**config.mk**
```make
export PLATFORM = sky130hd
export DESIGN_NAME = regfile_sb
export DESIGN_NICKNAME = d
export VERILOG_FILES = /design/src/rtl/regfile_sb_pkg.sv /design/src/rtl/regfile_sb_sb_counter.sv /design/src/rtl/regfile_sb.sv
export SDC_FILE = /design/constraint.sdc
export NUM_CORES = 2
export LEC_CHECK = 0
export ABC_CLOCK_PERIOD_IN_PS = 11300
export CAP_MARGIN = 20
export CORE_ASPECT_RATIO = 0.7
export CORE_UTILIZATION = 50
export CTS_CLUSTER_DIAMETER = 50
export CTS_CLUSTER_SIZE = 16
export DETAILED_ROUTE_END_ITERATION = 8
export PLACE_DENSITY = 0.66
export SETUP_SLACK_MARGIN = 0.15
export SLEW_MARGIN = 20
export SYNTH_ARGS = -nofsm -noshare
export SYNTH_HDL_FRONTEND = slang
export SYNTH_SLANG_ARGS = --single-unit
```
**constraint.sdc**
```tcl
create_clock -name clk -period 11.3 [get_ports clk]
set_clock_uncertainty 0.15 [all_clocks]
set_input_delay 2.825 -clock clk [delete_from_list [all_inputs] [get_ports clk]]
set_output_delay 2.825 -clock clk [all_outputs]
set_load 0.05 [all_outputs]
```
**src/rtl/regfile_sb_pkg.sv**
```systemverilog
// Shared widths and constants for the integer register file and its
// pending-write scoreboard.
package regfile_sb_pkg;

  localparam int REG_ADDR_BUS = 5;
  localparam int REG_BUS      = 32;
  localparam int SB_CNT_BUS   = 2;

  localparam logic [REG_BUS-1:0]      ZERO_WORD    = '0;
  localparam logic [REG_ADDR_BUS-1:0] NOP_REG_ADDR = '0;
  localparam logic                    TRUE         = 1'b1;
  localparam logic                    FALSE        = 1'b0;

endpackage

```
**src/rtl/regfile_sb_sb_counter.sv**
```systemverilog
// Saturating up/down pending-writer counter for one architectural register.
// Increment is dropped at saturation, decrement is dropped at zero.
module sb_counter
  import regfile_sb_pkg::*;
#(
  parameter int CNT_W = SB_CNT_BUS
) (
  input  logic             clk,
  input  logic             rst_n,
  input  logic             rdy,
  input  logic             inc,
  input  logic             dec,
  output logic [CNT_W-1:0] cnt,
  output logic             sat,
  output logic             zero
);

  logic [CNT_W-1:0] cnt_reg;
  logic [CNT_W-1:0] cnt_next;
  logic             do_inc;
  logic             do_dec;

  assign sat  = (cnt_reg == {CNT_W{1'b1}});
  assign zero = (cnt_reg == '0);
  assign cnt  = cnt_reg;

  // Simultaneous issue and retire to the same register cancel out.
  always_comb begin
    do_inc   = inc && !sat;
    do_dec   = dec && !zero;
    cnt_next = cnt_reg;
    if (do_inc && !do_dec) begin
      cnt_next = cnt_reg + CNT_W'(1);
    end else if (do_dec && !do_inc) begin
      cnt_next = cnt_reg - CNT_W'(1);
    end
  end

  always_ff @(posedge clk) begin
    if (rdy) begin
      if (!rst_n) begin
        cnt_reg <= '0;
      end else begin
        cnt_reg <= cnt_next;
      end
    end
  end

endmodule

```
**src/rtl/regfile_sb.sv**
```systemverilog
// 32-entry integer register file with two combinational read ports and a
// pending-write scoreboard. Define REGFILE_BYPASS_EN to forward WB data to reads.
module regfile_sb
  import regfile_sb_pkg::*;
#(
  parameter int REG_NUM = 32,
  parameter int DATA_W  = REG_BUS,
  parameter int ADDR_W  = REG_ADDR_BUS,
  parameter int CNT_W   = SB_CNT_BUS
) (
  input  logic              clk,
  input  logic              rst_n,
  input  logic              rdy,
  input  logic              wb_w_req,
  input  logic [ADDR_W-1:0] wb_w_addr,
  input  logic [DATA_W-1:0] wb_w_data,
  input  logic              id_issue,
  input  logic [ADDR_W-1:0] id_rd,
  input  logic [ADDR_W-1:0] rs1_addr,
  input  logic [ADDR_W-1:0] rs2_addr,
  output logic [DATA_W-1:0] rs1_data,
  output logic [DATA_W-1:0] rs2_data,
  output logic              rs1_hazard,
  output logic              rs2_hazard,
  output logic              sb_err
);

  logic [DATA_W-1:0] rf_mem [REG_NUM];
  logic [CNT_W-1:0]  cnt_arr [REG_NUM];
  logic [REG_NUM-1:0] sat_vec;
  logic [REG_NUM-1:0] zero_vec;
  logic               sb_err_reg;
  logic               wb_valid;
  logic [ADDR_W-1:0]  rd_addr [2];

  assign wb_valid = wb_w_req && (wb_w_addr != ADDR_W'(NOP_REG_ADDR));

  always_ff @(posedge clk) begin
    if (rdy) begin
      if (!rst_n) begin
        for (int i = 0; i < REG_NUM; i++) begin
          rf_mem[i] <= DATA_W'(ZERO_WORD);
        end
      end else if (wb_valid) begin
        rf_mem[wb_w_addr] <= wb_w_data;
      end
    end
  end

  // x0 never has writers in flight.
  assign cnt_arr[0]  = '0;
  assign sat_vec[0]  = FALSE;
  assign zero_vec[0] = TRUE;

  genvar gi;
  generate
    for (gi = 1; gi < REG_NUM; gi++) begin : g_cnt
      sb_counter #(
        .CNT_W (CNT_W)
      ) u_cnt (
        .clk   (clk),
        .rst_n (rst_n),
        .rdy   (rdy),
        .inc   (id_issue && (id_rd == ADDR_W'(gi))),
        .dec   (wb_w_req && (wb_w_addr == ADDR_W'(gi))),
        .cnt   (cnt_arr[gi]),
        .sat   (sat_vec[gi]),
        .zero  (zero_vec[gi])
      );
    end
  endgenerate

  always_ff @(posedge clk) begin
    if (rdy) begin
      if (!rst_n) begin
        sb_err_reg <= FALSE;
      end else if (id_issue && (id_rd != '0) && sat_vec[id_rd]) begin
        sb_err_reg <= TRUE;
      end
    end
  end

  assign sb_err     = sb_err_reg;
  assign rd_addr[0] = rs1_addr;
  assign rd_addr[1] = rs2_addr;

  generate
    for (gi = 0; gi < 2; gi++) begin : g_rd
      logic [DATA_W-1:0] data;
      logic              hazard;
`ifdef REGFILE_BYPASS_EN
      logic              wb_hit;
      assign wb_hit = wb_w_req && (wb_w_addr == rd_addr[gi]);
`endif
      always_comb begin
        data   = rf_mem[rd_addr[gi]];
        hazard = !zero_vec[rd_addr[gi]];
        if (rd_addr[gi] == '0) begin
          data   = '0;
          hazard = FALSE;
        end
`ifdef REGFILE_BYPASS_EN
        // The last in-flight write landing now is consumed through the bypass.
        else if (wb_hit) begin
          data   = wb_w_data;
          hazard = !zero_vec[rd_addr[gi]] && (cnt_arr[rd_addr[gi]] != CNT_W'(1));
        end
`endif
      end
    end
  endgenerate

  assign rs1_data   = g_rd[0].data;
  assign rs2_data   = g_rd[1].data;
  assign rs1_hazard = g_rd[0].hazard;
  assign rs2_hazard = g_rd[1].hazard;

endmodule

```
==> After elaboration in Yosys (flattened, before gate mapping) <==
Memories as Yosys holds them, arrays and structs flattened.
Index checks and enable logic that the tools add are counted.
{ "classes": {"n_eq_ne": 125, "order_cmp": 3, "add_sub_neg": 62, "n_mux": 83, "n_reduce_logical": 383} }
{ "op_table": {"columns": ["cell", "n"], "rows": [
  ["$logic_and 1x1->1", 189],
  ["$eq 5x5->1 const B", 32],
  ["$logic_not 1->1", 126],
  ["$mux 2", 62],
  ["$mux 32", 3],
  ["$ne 3x1->1 const B", 31],
  ["$eq 5x4->1 const B", 16],
  ["$reduce_and 2->1", 32],
  ["$add 2x1->2 const B", 31],
  ["$eq 2x2->1 const B", 31],
  ["$logic_not 2->1", 31],
  ["$sub 2x1->2 const B", 31],
  ["$eq 5x3->1 const B", 8],
  ["$reduce_or 32->1", 1],
  ["$eq 5x2->1 const B", 4],
  ["$lt 5x6->1 const B", 3],
  ["$bmux 1 s5", 3],
  ["$mux 1", 14],
  ["$eq 5x1->1 const B", 2],
  ["$logic_not 5->1", 2],
  ["$reduce_bool 5->1", 2],
  ["$mux 5", 1],
  ["$ne 2x1->1 const B", 1]
]} }
{ "word_totals": {"memories": 1, "output_inout_bits": 67, "ram_bits": 1024, "regBits": 63} }
{ "memory_table": {"columns": ["memory", "words", "word_bits", "read_ports", "rd_clocked_by_memory_dff", "write_ports", "line_no", "text"], "rows": [
  ["rf_mem", 32, 32, 2, 0, 32, "regfile_sb.sv:28", "logic [DATA_W-1:0] rf_mem [REG_NUM];"]
]} }

==> Longest topological paths before layout <==
{ "depth": {"depth_word": 8, "ltp_mapped": 9} }

==> Cells and area by module <==
From an unflattened synthesis, not the netlist that was laid out.
{ "unflattened": {"hier_cells": 4203, "hier_area_um2": 59966.3} }
{ "modules_own_cells": {"columns": ["mod", "instances", "area_each_um2", "cells_each"], "rows": [
  ["regfile_sb", 1, 55234.2, 3614],
  ["sb_counter", 31, 152.6, 19]
]} }

==> Worst setup path after synthesis <==
No wires, ideal clock.
{ "synth_path": {"path_type": "input to output", "start": "in rs1_addr[0]", "end": "out rs1_hazard", "t_arrival_ps": 5209, "setup_slack_ps": 3116, "required_time_ps": 8325, "stages": 6, "path_cell_list": "buf_2 buf_2 buf_2 mux4_2 mux4_2 mux2i_1"} }
{ "synth_between": {"elab_chain_cells": 4} }
{ "synth_rtl": {"columns": ["element", "line_no", "text"], "rows": [
  ["start: declaration", "regfile_sb.sv:19", "input logic [ADDR_W-1:0] rs1_addr,"],
  ["$bmux 1 s5", "regfile_sb.sv:97", "hazard = !zero_vec[rd_addr[gi]];"],
  ["$mux 1 (not written as such)", "regfile_sb.sv:97", null],
  ["$logic_not 1->1", "regfile_sb.sv:97", null],
  ["$mux 1 (*)", "regfile_sb.sv:98", "if (rd_addr[gi] == '0) begin"],
  ["end: declaration", "regfile_sb.sv:23", "output logic rs1_hazard,"]
]} }
Mark *: on every way between the ends. The rest lies on a longest branch, timed or not. The select of a mux whose other input is x is not followed.

==> Final worst setup path <==
{ "layout_path": {"start": "in rs2_addr[0]", "end": "out rs2_data[17]"} }
{ "layout_between": {"elab_chain_cells": 2} }
{ "layout_rtl": {"columns": ["element", "line_no", "text"], "rows": [
  ["start: declaration", "regfile_sb.sv:20", "input logic [ADDR_W-1:0] rs2_addr,"],
  ["$mem_v2 32x32 or $logic_not 5->1 (tied branches)", null, null],
  ["$mux 32 (*)", "regfile_sb.sv:98", null],
  ["end: declaration", "regfile_sb.sv:22", "output logic [DATA_W-1:0] rs2_data,"]
]} }
Mark *: on every way between the ends. The rest lies on a longest branch, timed or not.

==> run summary <==
max-slew violations: 0
clock sink count: 1087
number of warnings printed during yosys synthesis: 0
total congestion overflow after global routing: 0
top post-synthesis cells by area: sky130_fd_sc_hd__edfxtp_1 (54%), sky130_fd_sc_hd__mux4_2 (23%), sky130_fd_sc_hd__and2_1 (10%)
largest net degree at the start of global routing: 100
commonest cells after routing, fill and taps aside: sky130_fd_sc_hd__edfxtp_1 (1087), sky130_fd_sc_hd__and2_1 (994), sky130_fd_sc_hd__mux4_2 (623)
number of port buffers: 123
largest vdd supply drop: 0.133 mV
number of buffers added by the clock tree synthesis step: 104
CTS H-tree lvls: 3
full die area: 123000 µm²
Gate Count Post-Synth: 4116
Post-Place Cell Area: 63800 µm²
mean area per synthesized cell: 14.7 µm²
cell area after layout: 67300 µm²
Initial Util: 0.506
remaining design rule violation count: 0
Tmin final: 9390 ps
synthesized area: 60500 µm²
aggregate global-route resource usage: 0.333
worst r2r src: g_cnt[25].u_cnt.cnt[1]
slowest cell delay on critical path: 760 ps
EDFF count, synth: 1087
Data required, critical path: 8330 ps
terminus of the critical flop-to-flop path: sb_err
maximum buffer depth of the clock tree: 3
critical path start-end classification: input pin to output pin
critical path's slowest cell: sky130_fd_sc_hd__clkdlybuf4s50_1
primary flip-flop cell chosen by synthesis mapping: sky130_fd_sc_hd__edfxtp_1
layout filler cell count: 9292
number of DRC violations after detailed-routing iteration 0: 7208
first-pass GRT wire length: 287000 µm
Post-Place Worst Slack: 1880 ps
total setup violations reported at the end of the flow: 0
type of destination of the critical path: output pin
Max-slew headroom: 0.196
total internal power: 7.21 mW
number of cells upsized or downsized after cts: 0
count of standard-cell rows: 106
switching power share of the total: 0.266
endpoint with the worst hold slack: g_cnt[7].u_cnt.cnt[0]
clock tree from TritonCTS: built
crit path cell chain: buf_8 > buf_4 > mux4_2 > mux4_2 > mux2i_1 > nor2_1 > clkdlybuf4s50_1
share of power burned in combinational logic: 0.137
Pleak: 20.6 nW
reg-to-reg setup timing slack: 8940 ps
sequential share of power: 0.485
buffer cell driving the clock tree root: sky130_fd_sc_hd__clkbuf_16
clk slew on worst S/H paths: 70 ps
layout cells sized above 1: 0.257
Max Fclk: 106 MHz
max FFs per register: 1024
final HPWL from detailed placement: 109000 µm
initial antenna violation count: 24
asr flop ratio synth: 0
transition time at the pin with the least slew margin: 1200 ps
total routed wirelength: 203000 µm
hold path startpoint: g_cnt[7].u_cnt.cnt[0]
element type at the critical path start: input pin
multi-input gate area in the final layout: 26600 µm²
clock insertion delay at the later pin of the skew report: 740 ps
final-layout setup total negative slack: 0 ps
Switching Power: 2.62 mW
number of distinct library cells after synthesis: 62
detailed-route via count: 39753
area of the placeable core: 120000 µm²
die width: 418 µm
Hold Path Class: flop to flop
largest fanout of any net on the critical path: 73
power density over cell area: 146 nW/µm²
Max Cap Viol: 0
worst reg-to-reg path cell count: 5
die height: 293 µm
average wire per standard cell: 35.2 µm
cell repeated most along the worst path: sky130_fd_sc_hd__mux4_2
number of buffers added to fix hold violations after cts: 0
result of the run: finished clean
DRT antenna net count: 0
first-pass iteration count of the detailed router: 6
synth-to-layout area growth: 11.2%
layout net count: 4113
proportion of power drawn by the clock network: 0.378
share of Yosys cell area claimed by the top area cell type: 0.539
cell type with the largest total area after synthesis: sky130_fd_sc_hd__edfxtp_1
number of cells on the worst hold path: 1
synthesized flop and latch total: 1087
most frequent standard cell in the layout excluding fill and tap cells: sky130_fd_sc_hd__edfxtp_1
routability cong.: 0.902
via count normalized by instance count: 6.89
data arrival time of the critical path: 6420 ps
part of the Yosys area used for sequential elements: 0.539
period utilisation layout: 0.831
IO Pins: 124
post-CTS setup buffer count: 0
flip-flop and latch area: 32600 µm²
Worst Setup Slack, final: 1910 ps
unrepaired setup endpoints after global routing: false
number of global-route vias before repair: 38278
final hold viol count: 0
[per-layer routing]
| metal | track usage | vias up | wire [µm] |
|---|---|---|---|
| li1 | - | 15710 | - |
| met1 | 0.473 | 20358 | 76100 |
| met2 | 0.496 | 3228 | 90200 |
| met3 | 0.0970 | 451 | 29400 |
| met4 | 0.106 | 6 | 7200 |
| met5 | 0.00552 | - | 82 |
[worst max-delay path: cells and delay by family]
family        cells  cell delay, ps
buf+inv           3            1840
mux               3            1550
simple gates      1              80
[stage by stage]
step           hold WS, ps  cells  power (mW)  utilization
3_3_place_gp           466   5566        6.15        0.532
2_1_floorplan          442   4147        5.69            -
5_1_grt                503   5762        10.1        0.562
6_report               483   5768        9.83        0.562
4_1_cts                482   5760        9.82        0.562
3_5_place_dp           470   5570        6.17        0.533
[cells in the mapped netlist, drive strengths merged, types with 35 or more instances]
cell type,number
mux2i,37
nand3,38
mux2,60
mux4,623
nor2,193
clkbuf,337
a211oi,57
o21ai,65
nand2,54
nor2b,35
inv,58
edfxtp,1087
and2,994
buf,107
a21oi,125
[layout make-up]
type                    instances  area share
clock inverters                72      0.0120
clock buffers                 118      0.0404
inverters                      58     0.00323
multi-input cells            2558       0.395
well taps                    1620      0.0301
diodes                          8    0.000297
flip-flops and latches       1087       0.485
repair buffers                247      0.0343
[how the worst max path moves through the flow]
stage	from	to	slack (ps)	cells after the start
CTS	rs2_addr[0]	rs2_data[17]	1890	7
floorplan	rs1_addr[0]	rs1_hazard	3120	6
detailed placement	rs2_addr[0]	rs2_data[17]	1880	7
finish	rs2_addr[0]	rs2_data[17]	1910	7
global route	rs2_addr[0]	rs2_data[17]	1810	7
global placement	rs1_addr[0]	rs1_data[24]	1770	7
[cells by family (layout without fill, tap and decap cells)]
logic type             count (synthesis)  in the layout  share of synthesized area
other                                  1             40                  0.0000619
multiplexers                         720            720                      0.249
buffers and inverters                502            495                     0.0337
AO/OA/AOI/OAI                        388            388                     0.0409
XOR/XNOR                               4              4                   0.000579
flip-flops                          1087           1087                      0.539
AND/OR/NAND/NOR                     1414           1414                      0.137
[power by group through the flow]
stage	sequential (mW)	combinational [mW]	clock (mW)
after floorplan	4.81	0.874	0
after global placement	4.84	1.31	0
after detailed placement	4.85	1.32	0
after CTS	4.76	1.32	3.73
after global routing	4.79	1.38	3.88
final	4.77	1.34	3.72
No activity file was read; power rests on OpenSTA's default activity.
